$ cat config.mk
export PLATFORM = sky130hd
export DESIGN_NAME = cp0_timer
export DESIGN_NICKNAME = d
export VERILOG_FILES = /design/src/rtl/cp0_timer.sv
export SDC_FILE = /design/constraint.sdc
export NUM_CORES = 1
export LEC_CHECK = 0
export BUFFER_PORTS_ARGS = -buffer_cell sky130_fd_sc_hd__buf_2
export CAP_MARGIN = 20
export CORE_MARGIN = 3
export CORE_UTILIZATION = 49
export CTS_CLUSTER_DIAMETER = 200
export DETAILED_ROUTE_END_ITERATION = 16
export PLACE_DENSITY = 0.86
export SYNTH_ARGS = -nofsm -noshare
export SYNTH_HDL_FRONTEND = slang
export SYNTH_SLANG_ARGS = --single-unit
$ cat constraint.sdc
create_clock -name clk -period 2.28 [get_ports clk]
set_input_delay 0.228 -clock clk [delete_from_list [all_inputs] [get_ports clk]]
set_output_delay 0.228 -clock clk [all_outputs]
set_load 0.1 [all_outputs]
$ cat src/rtl/cp0_timer.sv
// Coprocessor-0 for the in-order MIPS core: BadVAddr, Count/Compare timer with
// prescaler, Status, Cause, EPC and PRId. Sits beside the memory stage.
module cp0_timer #(
  parameter int          COUNT_DIV = 2,
  parameter int          HW_INT    = 6,
  parameter logic [31:0] PRID      = 32'h0001_8000
) (
  input  logic              clk,
  input  logic              rst,
  input  logic [HW_INT-1:0] hint,
  input  logic [7:0]        raddr,
  output logic [31:0]       rdata,
  input  logic              wen,
  input  logic [7:0]        waddr,
  input  logic [31:0]       wdata,
  input  logic              mem_stall,
  input  logic              exp_en,
  input  logic              exp_badvaddr_en,
  input  logic [31:0]       exp_badvaddr,
  input  logic              exp_bd,
  input  logic [4:0]        exp_code,
  input  logic [31:0]       exp_epc,
  input  logic              eret,
  output logic [31:0]       epc_address,
  output logic              allow_interrupt,
  output logic [7:0]        interrupt_flag,
  output logic              timer_int
);

  localparam logic [7:0] A_BADV   = {5'd8,  3'd0};
  localparam logic [7:0] A_COUNT  = {5'd9,  3'd0};
  localparam logic [7:0] A_CMP    = {5'd11, 3'd0};
  localparam logic [7:0] A_STATUS = {5'd12, 3'd0};
  localparam logic [7:0] A_CAUSE  = {5'd13, 3'd0};
  localparam logic [7:0] A_EPC    = {5'd14, 3'd0};
  localparam logic [7:0] A_PRID   = {5'd15, 3'd0};
  localparam logic [3:0] DIV_LAST = 4'(COUNT_DIV - 1);

  logic [31:0] badvaddr, count, compare, epc;
  logic [3:0]  presc;
  logic [7:0]  im;
  logic        exl, ie, bd, ti;
  logic [5:0]  hw_ip, hint_ext;
  logic [1:0]  sw_ip;
  logic [4:0]  exc_code;
  logic [7:0]  ip;
  logic [31:0] status_w, cause_w;
  logic        act, tick, take_exc, take_eret;
  logic        wr_count, wr_cmp, wr_status, wr_cause, wr_epc;

  always_comb begin
    hint_ext = '0;
    hint_ext[HW_INT-1:0] = hint;
  end

  assign act       = !mem_stall;
  assign tick      = (presc == DIV_LAST);
  assign take_exc  = act && exp_en;
  assign take_eret = act && eret && !exp_en;
  assign wr_count  = act && wen && (waddr == A_COUNT);
  assign wr_cmp    = act && wen && (waddr == A_CMP);
  assign wr_status = act && wen && (waddr == A_STATUS);
  assign wr_cause  = act && wen && (waddr == A_CAUSE);
  assign wr_epc    = act && wen && (waddr == A_EPC);

  // The timer interrupt folds into the top IP bit alongside the last hw line.
  assign ip       = {hw_ip[5] | ti, hw_ip[4:0], sw_ip};
  assign status_w = {9'd0, 1'b1, 6'd0, im, 5'd0, 1'b0, exl, ie};
  assign cause_w  = {bd, ti, 14'd0, ip, 1'b0, exc_code, 2'd0};

  // Count, prescaler and TI keep running through mem_stall.
  always_ff @(posedge clk or negedge rst) begin
    if (!rst) begin
      count   <= '0;
      presc   <= '0;
      compare <= '0;
      ti      <= 1'b0;
      hw_ip   <= '0;
    end else begin
      hw_ip <= hint_ext;
      if (wr_count) begin
        count <= wdata;
        presc <= '0;
      end else begin
        presc <= tick ? 4'd0 : presc + 4'd1;
        if (tick) count <= count + 32'd1;
      end
      if (wr_cmp) begin
        compare <= wdata;
        ti      <= 1'b0;
      end else if (!wr_count && tick && (count + 32'd1 == compare)) begin
        ti <= 1'b1;
      end
    end
  end

  always_ff @(posedge clk or negedge rst) begin
    if (!rst) begin
      badvaddr <= '0;
      epc      <= '0;
      im       <= '0;
      exl      <= 1'b0;
      ie       <= 1'b0;
      bd       <= 1'b0;
      sw_ip    <= '0;
      exc_code <= '0;
    end else begin
      if (wr_status) begin
        im <= wdata[15:8];
        ie <= wdata[0];
      end
      if (wr_cause) sw_ip <= wdata[9:8];
      if (take_exc) begin
        exl      <= 1'b1;
        exc_code <= exp_code;
        // A nested exception keeps the outer restart point.
        if (!exl) begin
          epc <= exp_epc;
          bd  <= exp_bd;
        end
        if (exp_badvaddr_en) badvaddr <= exp_badvaddr;
      end else begin
        if (take_eret)      exl <= 1'b0;
        else if (wr_status) exl <= wdata[1];
        if (wr_epc) epc <= wdata;
      end
    end
  end

  always_comb begin
    case (raddr)
      A_BADV:   rdata = badvaddr;
      A_COUNT:  rdata = count;
      A_CMP:    rdata = compare;
      A_STATUS: rdata = status_w;
      A_CAUSE:  rdata = cause_w;
      A_EPC:    rdata = epc;
      A_PRID:   rdata = PRID;
      default:  rdata = '0;
    endcase
  end

  assign epc_address     = epc;
  assign allow_interrupt = ie && !exl;
  assign interrupt_flag  = im & ip;
  assign timer_int       = ti;

endmodule

==> results of run 1 <==
[power by group]
part           switching (mW)  leakage, nW  internal (mW)  total, mW
clock                    1.20        0.287           1.71       2.91
sequential              0.358         1.97           3.20       3.56
combinational            2.05         3.12          0.869       2.92
[layer usage]
layer	part of all wire [%]	vias up
met5	0	-
met4	2.0	0
met3	8.1	43
met2	48	389
met1	42	4038
li1	-	3716
[cells in the mapped netlist (22+ instances only)]
cell      number
nand3_1       23
nor2_1        70
clkbuf_1      41
dfrtp_1      157
a222oi_1      22
xor2_1        35
o21ai_0       41
a31oi_1       34
mux2_2        77
nand2_1      184
xnor2_1       49
a22oi_1       22
[final cells by class]
class | instances | area, um2 | share of cell area [%]
inverters | 4 | 15.01 | 0.1270
clock buffers | 21 | 470.5 | 3.980
repair buffers | 303 | 2374 | 20.08
clock inverters | 11 | 131.4 | 1.111
flip-flops and latches | 157 | 3933 | 33.27
multi-input cells | 677 | 4623 | 39.11
well taps | 220 | 275.3 | 2.329
[kinds of logic (layout without fill, tap and decap cells)]
| logic type | count (synthesis) | count (layout) | synth area share (%) |
|---|---|---|---|
| XOR/XNOR | 84 | 84 | 8.559 |
| AO/OA/AOI/OAI | 143 | 143 | 11.62 |
| flip-flops | 157 | 157 | 45.71 |
| multiplexers | 79 | 79 | 10.32 |
| AND/OR/NAND/NOR | 367 | 367 | 19.33 |
| buffers and inverters | 72 | 339 | 3.916 |
| adder cells (fa/ha/maj) | 4 | 4 | 0.5532 |
[critical path, stage by stage, from the launching register on]
cell	delay, ps
dfrtp_1	360
nand2_1	150
or4_4	550
or3_4	350
or3_1	370
nand4_1	100
nor4_2	60
a32o_1	260
[registers in the layout, indices dropped and copies added, names as in the netlist]
name,cells
exc_code,5
im,8
timer_int,1
badvaddr,32
count,32
epc_address,32
sw_ip,2
exl,1
presc,4
compare,32
bd,1
ie,1
hw_ip,6
[placed cells by master (no fill, tap or decap), drive strengths merged, types with 3 or more instances in the layout]
cell,count
a21oi,5
nor2b,5
xnor2,49
nor2,70
nand3,23
nand2,185
and2,9
nand2b,4
a221oi,5
or3,6
nor4,7
and4,3
a22oi,22
mux2,77
nor3,16
a31oi,34
a222oi,22
dlygate4sd3,11
o21ai,41
a22o,5
clkinvlp,3
dfrtp,157
ha,3
inv,7
buf,292
clkinv,3
and3,7
clkbuf,21
xor2,35
nand4,22
[worst max-delay path by stage]
| stage | cells past startpoint | endpoint | start | slack, ps |
|---|---|---|---|---|
| 2_1_floorplan | 8 | rdata[15] | raddr[2] | -90 |
| 3_3_place_gp | 8 | timer_int | count[2] | 0.1 |
| 3_5_place_dp | 8 | timer_int | count[8] | -70 |
| 4_1_cts | 9 | count[30] | count[1] | -0.1 |
| 5_1_grt | 9 | timer_int | count[9] | -140 |
| 6_report | 7 | timer_int | count[17] | -30 |
[repair_timing]
item | in CTS | in global routing
hold endpoints to repair | 60 | 0
endpoints found under the setup margin | 31 | 34
resized for setup | 16 | 24
pin swaps | 2 | 3
gates cloned | 1 | 0
setup buffers | 0 | 5
hold buffers | 11 | 0
==> flow_summary.json, run 1 <==
{
  "synth_area_leaders": "dfrtp_1 (46%), mux2_2 (10%), nand2_1 (8.0%), xnor2_1 (5.0%), xor2_1 (3.6%)",
  "viasPerCell": 5.877,
  "postRouteAntennaNets": 0,
  "finClkSkew_ps": 7.505,
  "fin_nets": 1294,
  "yosys.area.top_type": "dfrtp_1",
  "netlist_area_mm2": 0.008596,
  "post-route-util_pct": 70.04,
  "grt_use_met2_pct": 46.99,
  "grt_pass1_vias": 8462,
  "maxSlewViolCount": 0,
  "fin_cells": 1393,
  "gr-total-overflow": 0,
  "post-place-ws_ps": -73.71,
  "reg2reg_setup_slack_ps": -30,
  "setup_viol": 1,
  "area_growth_syn_to_layout_pct": 37.53,
  "start_kind": "flip-flop",
  "dp.cells": 1344,
  "p_per_area_mw_per_mm2": 793.7,
  "place_hpwl_mm": 19.84,
  "wl_per_cell_um": 20.28,
  "antenna_found_initial": 0,
  "drt-total-wl_mm": 28.25,
  "peakVddDrop_mv": 0.6438,
  "synth-edff-count": 0,
  "start_util_pct": 50.93,
  "die_w_um": 138.4,
  "holdPathEnd": "exc_code[1]",
  "grt_pass1_wl_mm": 45.48,
  "crit_required_ps": 2600,
  "layout-drive-gt1-share_pct": 40.49,
  "worstMarginPinSlew_ps": 559.2,
  "cts-root-buf": "clkbuf_16",
  "async_flop_share_pct": 100.0,
  "grt-busiest-layer": "met2",
  "io_buffers": 204,
  "ys_ff_latch": 157,
  "min_period_ps": 2313,
  "syn_inst": 906,
  "fin_crit_sh_pct": 101.4,
  "cp-end-kind": "flip-flop",
  "grt.total_usage_pct": 29.44,
  "rows": 47,
  "cts_tree": "done",
  "met1_usage_pct": 40.56,
  "cts_buffer_depth": 2,
  "numClockSinks": 157,
  "final_area_mm2": 0.01182,
  "htree_levels": 4,
  "rsz0062_at_grt": "true",
  "nFillCells": 1203,
  "hold_viol": 0,
  "synth_cell_types": 53,
  "grt_max_degree": 69,
  "max_freq_ghz": 0.4324,
  "gp_congestion": 0.9618,
  "fp.dieArea_mm2": 0.01917,
  "drc": 0,
  "critPathArrivalTime_ps": 2630,
  "outcome": "finished with violations",
  "totalPowerFinal_mw": 9.383,
  "min_from": "exp_code[1]",
  "io_pins": 205,
  "use_met3_pct": 6.354,
  "hold_depth": 3,
  "crit_type": "reg2reg",
  "hold-worst-slack_ps": 10.55,
  "fp.dieH_um": 138.4,
  "postLayoutSetupSlackWorst_ps": -32.77,
  "failed_checks": "negative setup slack",
  "ys_seq_area_share_pct": 45.71,
  "cts_inserted_buffers": 17,
  "synth_top_area_share_pct": 45.71,
  "cap_violations": 0,
  "insertedDiodeCount": 0,
  "slew_headroom_pct": 62.72,
  "drt-initial-drc-count": 834,
  "ys_warn_count": 0,
  "r2r-start": "count[17]",
  "clock_latency_ps": 430,
  "worst_r2r_path_depth": 7,
  "dr_total_vias": 8186,
  "synthesis.area_per_instance_um2": 9.488,
  "setup_tns_ps": -32.77,
  "worst-path-max-fanout": 3,
  "hold_class": "in2reg",
  "dpl_cell_area_mm2": 0.01092,
  "syn_nets": 1040,
  "coreArea_mm2": 0.01688,
  "path_clk_slew_ps": 70,
  "power.leakage_nw": 5.386,
  "synthFlopType": "dfrtp_1",
  "r2r-end": "timer_int",
  "drt_pre_antenna_iters": 6
}
No activity file was read; power rests on OpenSTA's default activity.
==> inputs of run 2 (changes only) <==
--- a/config.mk
+++ b/config.mk
@@ -7,7 +7,6 @@
 export LEC_CHECK = 0
 export BUFFER_PORTS_ARGS = -buffer_cell sky130_fd_sc_hd__buf_2
 export CAP_MARGIN = 20
-export CORE_MARGIN = 3
 export CORE_UTILIZATION = 49
 export CTS_CLUSTER_DIAMETER = 200
 export DETAILED_ROUTE_END_ITERATION = 16
==> run 2 against run 1 <==
Effect of this change: combinational power rose by 2%; register-to-register slack worse by 60 ps; power up 2.9%; non-clock buffer count is 16 higher; the run still ends with negative setup slack left; wire length is 0.71% lower.
==> flow_summary.json, run 2 (synthesis results as in run 1) <==
{
  "hold_depth": 2,
  "failed_checks": "negative setup slack",
  "insertedDiodeCount": 0,
  "coreArea_mm2": 0.01724,
  "place_hpwl_mm": 19.78,
  "cpMostUsedCell": "buf_4",
  "antenna_found_initial": 0,
  "htree_levels": 4,
  "cts_buffer_depth": 2,
  "final_cell_mix": "buf_2 (171), nand2_1 (157), dfrtp_1 (153)",
  "maxSlewViolCount": 0,
  "final_common_cell": "buf_2",
  "layout-drive-gt1-share_pct": 41.30,
  "fin_nets": 1310,
  "grt_pass1_vias": 8175,
  "numClockSinks": 157,
  "cp-end-kind": "flip-flop",
  "die_w_um": 134.4,
  "gr-total-overflow": 0,
  "slew_headroom_pct": 59.24,
  "nFillCells": 1231,
  "met2_length_mm": 13.30,
  "slowest_stage": "dfrtp_2",
  "outcome": "finished with violations",
  "worst-path-max-fanout": 3,
  "critPathArrivalTime_ps": 2690,
  "fp.dieArea_mm2": 0.01808,
  "postRouteAntennaNets": 0,
  "power.leakage_nw": 5.515,
  "r2r-end": "count[28]",
  "fin_crit_sh_pct": 104.0,
  "max_freq_ghz": 0.4217,
  "hold_class": "in2reg",
  "area_growth_syn_to_layout_pct": 40.79,
  "postLayoutSetupSlackWorst_ps": -91.19,
  "cts_tree": "done",
  "viasPerCell": 5.834,
  "totalPowerFinal_mw": 9.659,
  "path_clk_slew_ps": 70,
  "rows": 48,
  "gp_congestion": 0.9951,
  "path_cells": "nand4_1 -> buf_4 -> nor4_2 -> buf_4 -> or3b_4 -> or3_4 -> nor2_4 -> xnor2_2 -> o21ai_1",
  "cap_violations": 0,
  "drt-initial-drc-count": 750,
  "drc": 0,
  "start_util_pct": 49.87,
  "grt_pass1_wl_mm": 44.48,
  "hold_viol": 0,
  "wl_per_cell_um": 19.84,
  "worst_r2r_path_depth": 9,
  "crit_buf_inv": 2,
  "crit_required_ps": 2600,
  "dr_total_vias": 8249,
  "cp_top_family": "simple AND/OR/NAND/NOR gates",
  "clock_latency_ps": 440,
  "rsz0062_at_grt": "true",
  "cts_inserted_buffers": 17,
  "drt_pre_antenna_iters": 8,
  "io_pins": 205,
  "p_per_area_mw_per_mm2": 798.1,
  "reg2reg_setup_slack_ps": -90,
  "setup_viol": 3,
  "final_area_mm2": 0.01210,
  "fp.dieH_um": 134.4,
  "met1Wirelength_mm": 11.94,
  "setup_tns_ps": -250.8,
  "r2r-start": "count[12]",
  "crit_type": "reg2reg",
  "peakVddDrop_mv": 0.5704,
  "finClkSkew_ps": 12.57,
  "cts-root-buf": "clkbuf_16",
  "drt-total-wl_mm": 28.05,
  "min_period_ps": 2371,
  "dpl_cell_area_mm2": 0.01107,
  "holdPathEnd": "badvaddr[13]",
  "worstMarginPinSlew_ps": 611.4,
  "io_buffers": 204,
  "min_from": "exp_badvaddr[13]",
  "highest_layer": "met4",
  "start_kind": "flip-flop",
  "dr_wl_met3_mm": 2.211,
  "grt.total_usage_pct": 32.34,
  "grt_max_degree": 51,
  "max_stage_delay_ps": 400
}
[run 2: cell count changes in the layout (fill, tap and decap cells not counted), sizes merged]
cell | previous run | this run
dlygate4sd3 | 11 | 12
buf | 292 | 306
clkinvlp | 3 | 4
clkinv | 3 | 1
bufinv | 2 | 4
[run 2: worst max path at each step]
stage / startpoint / end / slack (ps) / cells past startpoint
2_1_floorplan: raddr[2] / rdata[15] / -90 / 8
3_3_place_gp: count[12] / count[30] / -120 / 8
3_5_place_dp: count[12] / count[28] / -150 / 8
4_1_cts: count[8] / timer_int / -30 / 8
5_1_grt: count[12] / timer_int / -190 / 9
6_report: count[12] / count[28] / -90 / 9
[run 2: power by group]
| part | switching (mW) | internal, mW |
|---|---|---|
| clock | 1.20 | 1.93 |
| sequential | 0.352 | 3.20 |
| combinational | 2.08 | 0.905 |
| total | 3.63 | 6.03 |
[run 2: cell type report]
class	count	area (um2)	share of cell area, %
multi-input cells	677	4641	38.35
repair buffers	319	2582	21.34
flip-flops and latches	157	3934	32.51
clock inverters	12	181.4	1.499
inverters	4	15.01	0.1241
well taps	225	281.5	2.326
clock buffers	20	466.7	3.856
[run 2: routing by layer]
layer  global-route usage, %  vias to the layer above
met5                       0                        -
met4                   10.24                        0
met3                   6.425                       54
met2                   51.55                      435
met1                   44.35                     4005
li1                        -                     3755
[run 2: per-stage QoR]
step           std cells  hold slack [ps]  setup slack (ps)  utilization [%]
2_1_floorplan        906           -67.59            -91.07                -
3_3_place_gp        1358            213.3            -116.2            64.23
3_5_place_dp        1358            222.9            -145.4            64.23
4_1_cts             1409           0.2249            -31.09            69.24
5_1_grt             1414            6.193            -186.9            70.21
6_report            1414            15.28            -91.19            70.21
[run 2: what timing repair did]
action,in CTS,in global routing
setup buffers,7,4
pin swaps,3,6
gates resized for setup,11,33
setup endpoints to repair,27,23
endpoints found under the hold margin,57,0
hold buffers,12,0
cloned,0,1
==> inputs of run 3 (changes only) <==
--- a/config.mk
+++ b/config.mk
@@ -7,6 +7,7 @@
 export LEC_CHECK = 0
 export BUFFER_PORTS_ARGS = -buffer_cell sky130_fd_sc_hd__buf_2
 export CAP_MARGIN = 20
+export CORE_ASPECT_RATIO = 0.5
 export CORE_UTILIZATION = 49
 export CTS_CLUSTER_DIAMETER = 200
 export DETAILED_ROUTE_END_ITERATION = 16
==> constraint.sdc (replaced) <==
create_clock -name clk -period 2.28 [get_ports clk]
set_input_delay 0.456 -clock clk [delete_from_list [all_inputs] [get_ports clk]]
set_output_delay 0.456 -clock clk [all_outputs]
set_load 0.1 [all_outputs]
==> run 3 against run 2 <==
Effect of this change: the run still ends with negative setup slack left; largest cell class unchanged; highest routed layer unchanged; power shrank 0.87%; sequential power grew 1%; final cell count grew 0.99%; via count grew 5.8%.
==> flow_summary.json, run 3 (synthesis results as in run 1) <==
{
  "hold_viol": 0,
  "dr_wl_met3_mm": 3.086,
  "regArea_mm2": 0.003936,
  "cap_violations": 0,
  "crit_type": "in2out",
  "hold-worst-slack_ps": 120.3,
  "failed_checks": "negative setup slack",
  "min_from": "hint[4]",
  "max_freq_ghz": 0.3732,
  "met1Wirelength_mm": 12.45,
  "drt-total-wl_mm": 31.88,
  "crit_buf_inv": 4,
  "cpMostUsedCell": "buf_6",
  "drt-initial-drc-count": 1082,
  "coreArea_mm2": 0.01676,
  "postRouteAntennaNets": 0,
  "clock_latency_ps": 440,
  "crit_required_ps": 1820,
  "r2r-end": "timer_int",
  "grt_pass1_vias": 8696,
  "max_stage_delay_ps": 330,
  "wl_per_cell_um": 22.32,
  "start_util_pct": 51.28,
  "layout-drive-gt1-share_pct": 46.67,
  "critPathArrivalTime_ps": 2220,
  "gr-total-overflow": 0,
  "p_per_area_mw_per_mm2": 757.8,
  "drt_pre_antenna_iters": 11,
  "maxSlewViolCount": 0,
  "viasPerCell": 6.113,
  "met2_length_mm": 15.10,
  "highest_layer": "met4",
  "htree_levels": 4,
  "cts_buffer_depth": 2,
  "place_hpwl_mm": 20.82,
  "numClockSinks": 157,
  "fp.dieArea_mm2": 0.01811,
  "peakVddDrop_mv": 0.6082,
  "worst_r2r_path_depth": 9,
  "hold_class": "in2reg",
  "p_comb_share_pct": 31.9,
  "drc": 0,
  "antenna_found_initial": 1,
  "p_sw_mw": 3.792,
  "fin_crit_sh_pct": 117.5,
  "setup_tns_ps": -11480,
  "slowest_stage": "nor4_4",
  "cts_tree": "done",
  "fp.dieH_um": 95.66,
  "io_pins": 205,
  "final_area_mm2": 0.01263,
  "hold_depth": 1,
  "fin_nets": 1322,
  "worst-path-max-fanout": 6,
  "finClkSkew_ps": 20.27,
  "setup_viol": 38,
  "cts-root-buf": "clkbuf_16",
  "min_period_ps": 2680,
  "multi_input_area_mm2": 0.005030,
  "die_w_um": 189.3,
  "cp_top_family": "simple AND/OR/NAND/NOR gates",
  "grt.total_usage_pct": 35.03,
  "r2r-start": "count[12]",
  "postLayoutSetupSlackWorst_ps": -399.5,
  "outcome": "finished with violations",
  "path_cells": "buf_6 -> nor4_4 -> nand2b_1 -> buf_6 -> nor2_4 -> and2_4 -> clkbuf_16 -> a222oi_1 -> nand2_4 -> buf_12",
  "start_kind": "input port",
  "final_cell_mix": "buf_2 (168), dfrtp_1 (151), nand2_1 (144)",
  "reg2reg_setup_slack_ps": -240,
  "p_clk_share_pct": 30.6,
  "seq_power_share_pct": 37.5,
  "cp-end-kind": "output port",
  "grt_max_degree": 53,
  "dpl_cell_area_mm2": 0.01128,
  "cts_inserted_buffers": 17,
  "p_sw_share_pct": 39.61,
  "worstMarginPinSlew_ps": 700.5,
  "nFillCells": 1059,
  "dr_total_vias": 8730,
  "rsz0062_at_grt": "true",
  "io_buffers": 204,
  "totalPowerFinal_mw": 9.574,
  "rows": 33,
  "slew_headroom_pct": 53.30,
  "power.leakage_nw": 5.760,
  "holdPathEnd": "hw_ip[4]",
  "post-route-util_pct": 75.37,
  "internal-power_mw": 5.782,
  "path_clk_slew_ps": 70,
  "final_common_cell": "buf_2",
  "gp_congestion": 0.9401,
  "grt_pass1_wl_mm": 47.42,
  "area_growth_syn_to_layout_pct": 46.99
}
## run 3: metrics by stage
step	worst slack, ps	instances
4_1_cts	-336.5	1418
3_5_place_dp	-485.7	1367
5_1_grt	-449.2	1428
2_1_floorplan	-515.2	906
6_report	-399.5	1428
3_3_place_gp	-361.2	1367
## run 3: timing repair
| action | in CTS | in global routing |
|---|---|---|
| pin swaps | 23 | 21 |
| setup buffers | 16 | 8 |
| setup endpoints to repair | 38 | 44 |
| resized for setup | 85 | 37 |
| endpoints found under the hold margin | 41 | 0 |
| hold buffers | 1 | 0 |
| gates cloned | 3 | 1 |
## run 3: per-layer routing
metal,global-route usage (%),vias to the layer above
met5,0,-
met4,16.67,0
met3,7.876,116
met2,59.31,585
met1,43.18,4269
li1,-,3760
## run 3: worst max-delay path by stage
| stage | from | to | slack [ps] | depth (start not counted) |
|---|---|---|---|---|
| after floorplan | raddr[2] | rdata[15] | -520 | 8 |
| after global placement | raddr[2] | rdata[11] | -360 | 11 |
| after detailed placement | raddr[2] | rdata[11] | -490 | 11 |
| after CTS | raddr[1] | rdata[22] | -340 | 10 |
| after global routing | raddr[2] | rdata[31] | -450 | 11 |
| final | raddr[1] | rdata[31] | -400 | 10 |
## run 3: layout make-up
class / instances / share of cell area, %
repair buffers: 331 / 21.99
multi-input cells: 677 / 39.81
clock inverters: 12 / 1.070
flip-flops and latches: 157 / 31.15
clock buffers: 19 / 3.585
inverters: 4 / 0.1188
diodes: 1 / 0.01981
well taps: 227 / 2.248
## run 3: power by group through the flow
| stage | Combinational [mW] | Sequential (mW) | Clock, mW |
|---|---|---|---|
| finish | 3.05 | 3.59 | 2.93 |
| global route | 3.20 | 3.63 | 3.05 |
| CTS | 2.96 | 3.56 | 2.90 |
| detailed placement | 2.89 | 3.59 | 0 |
| global placement | 2.82 | 3.56 | 0 |
| floorplan | 1.04 | 4.57 | 0 |
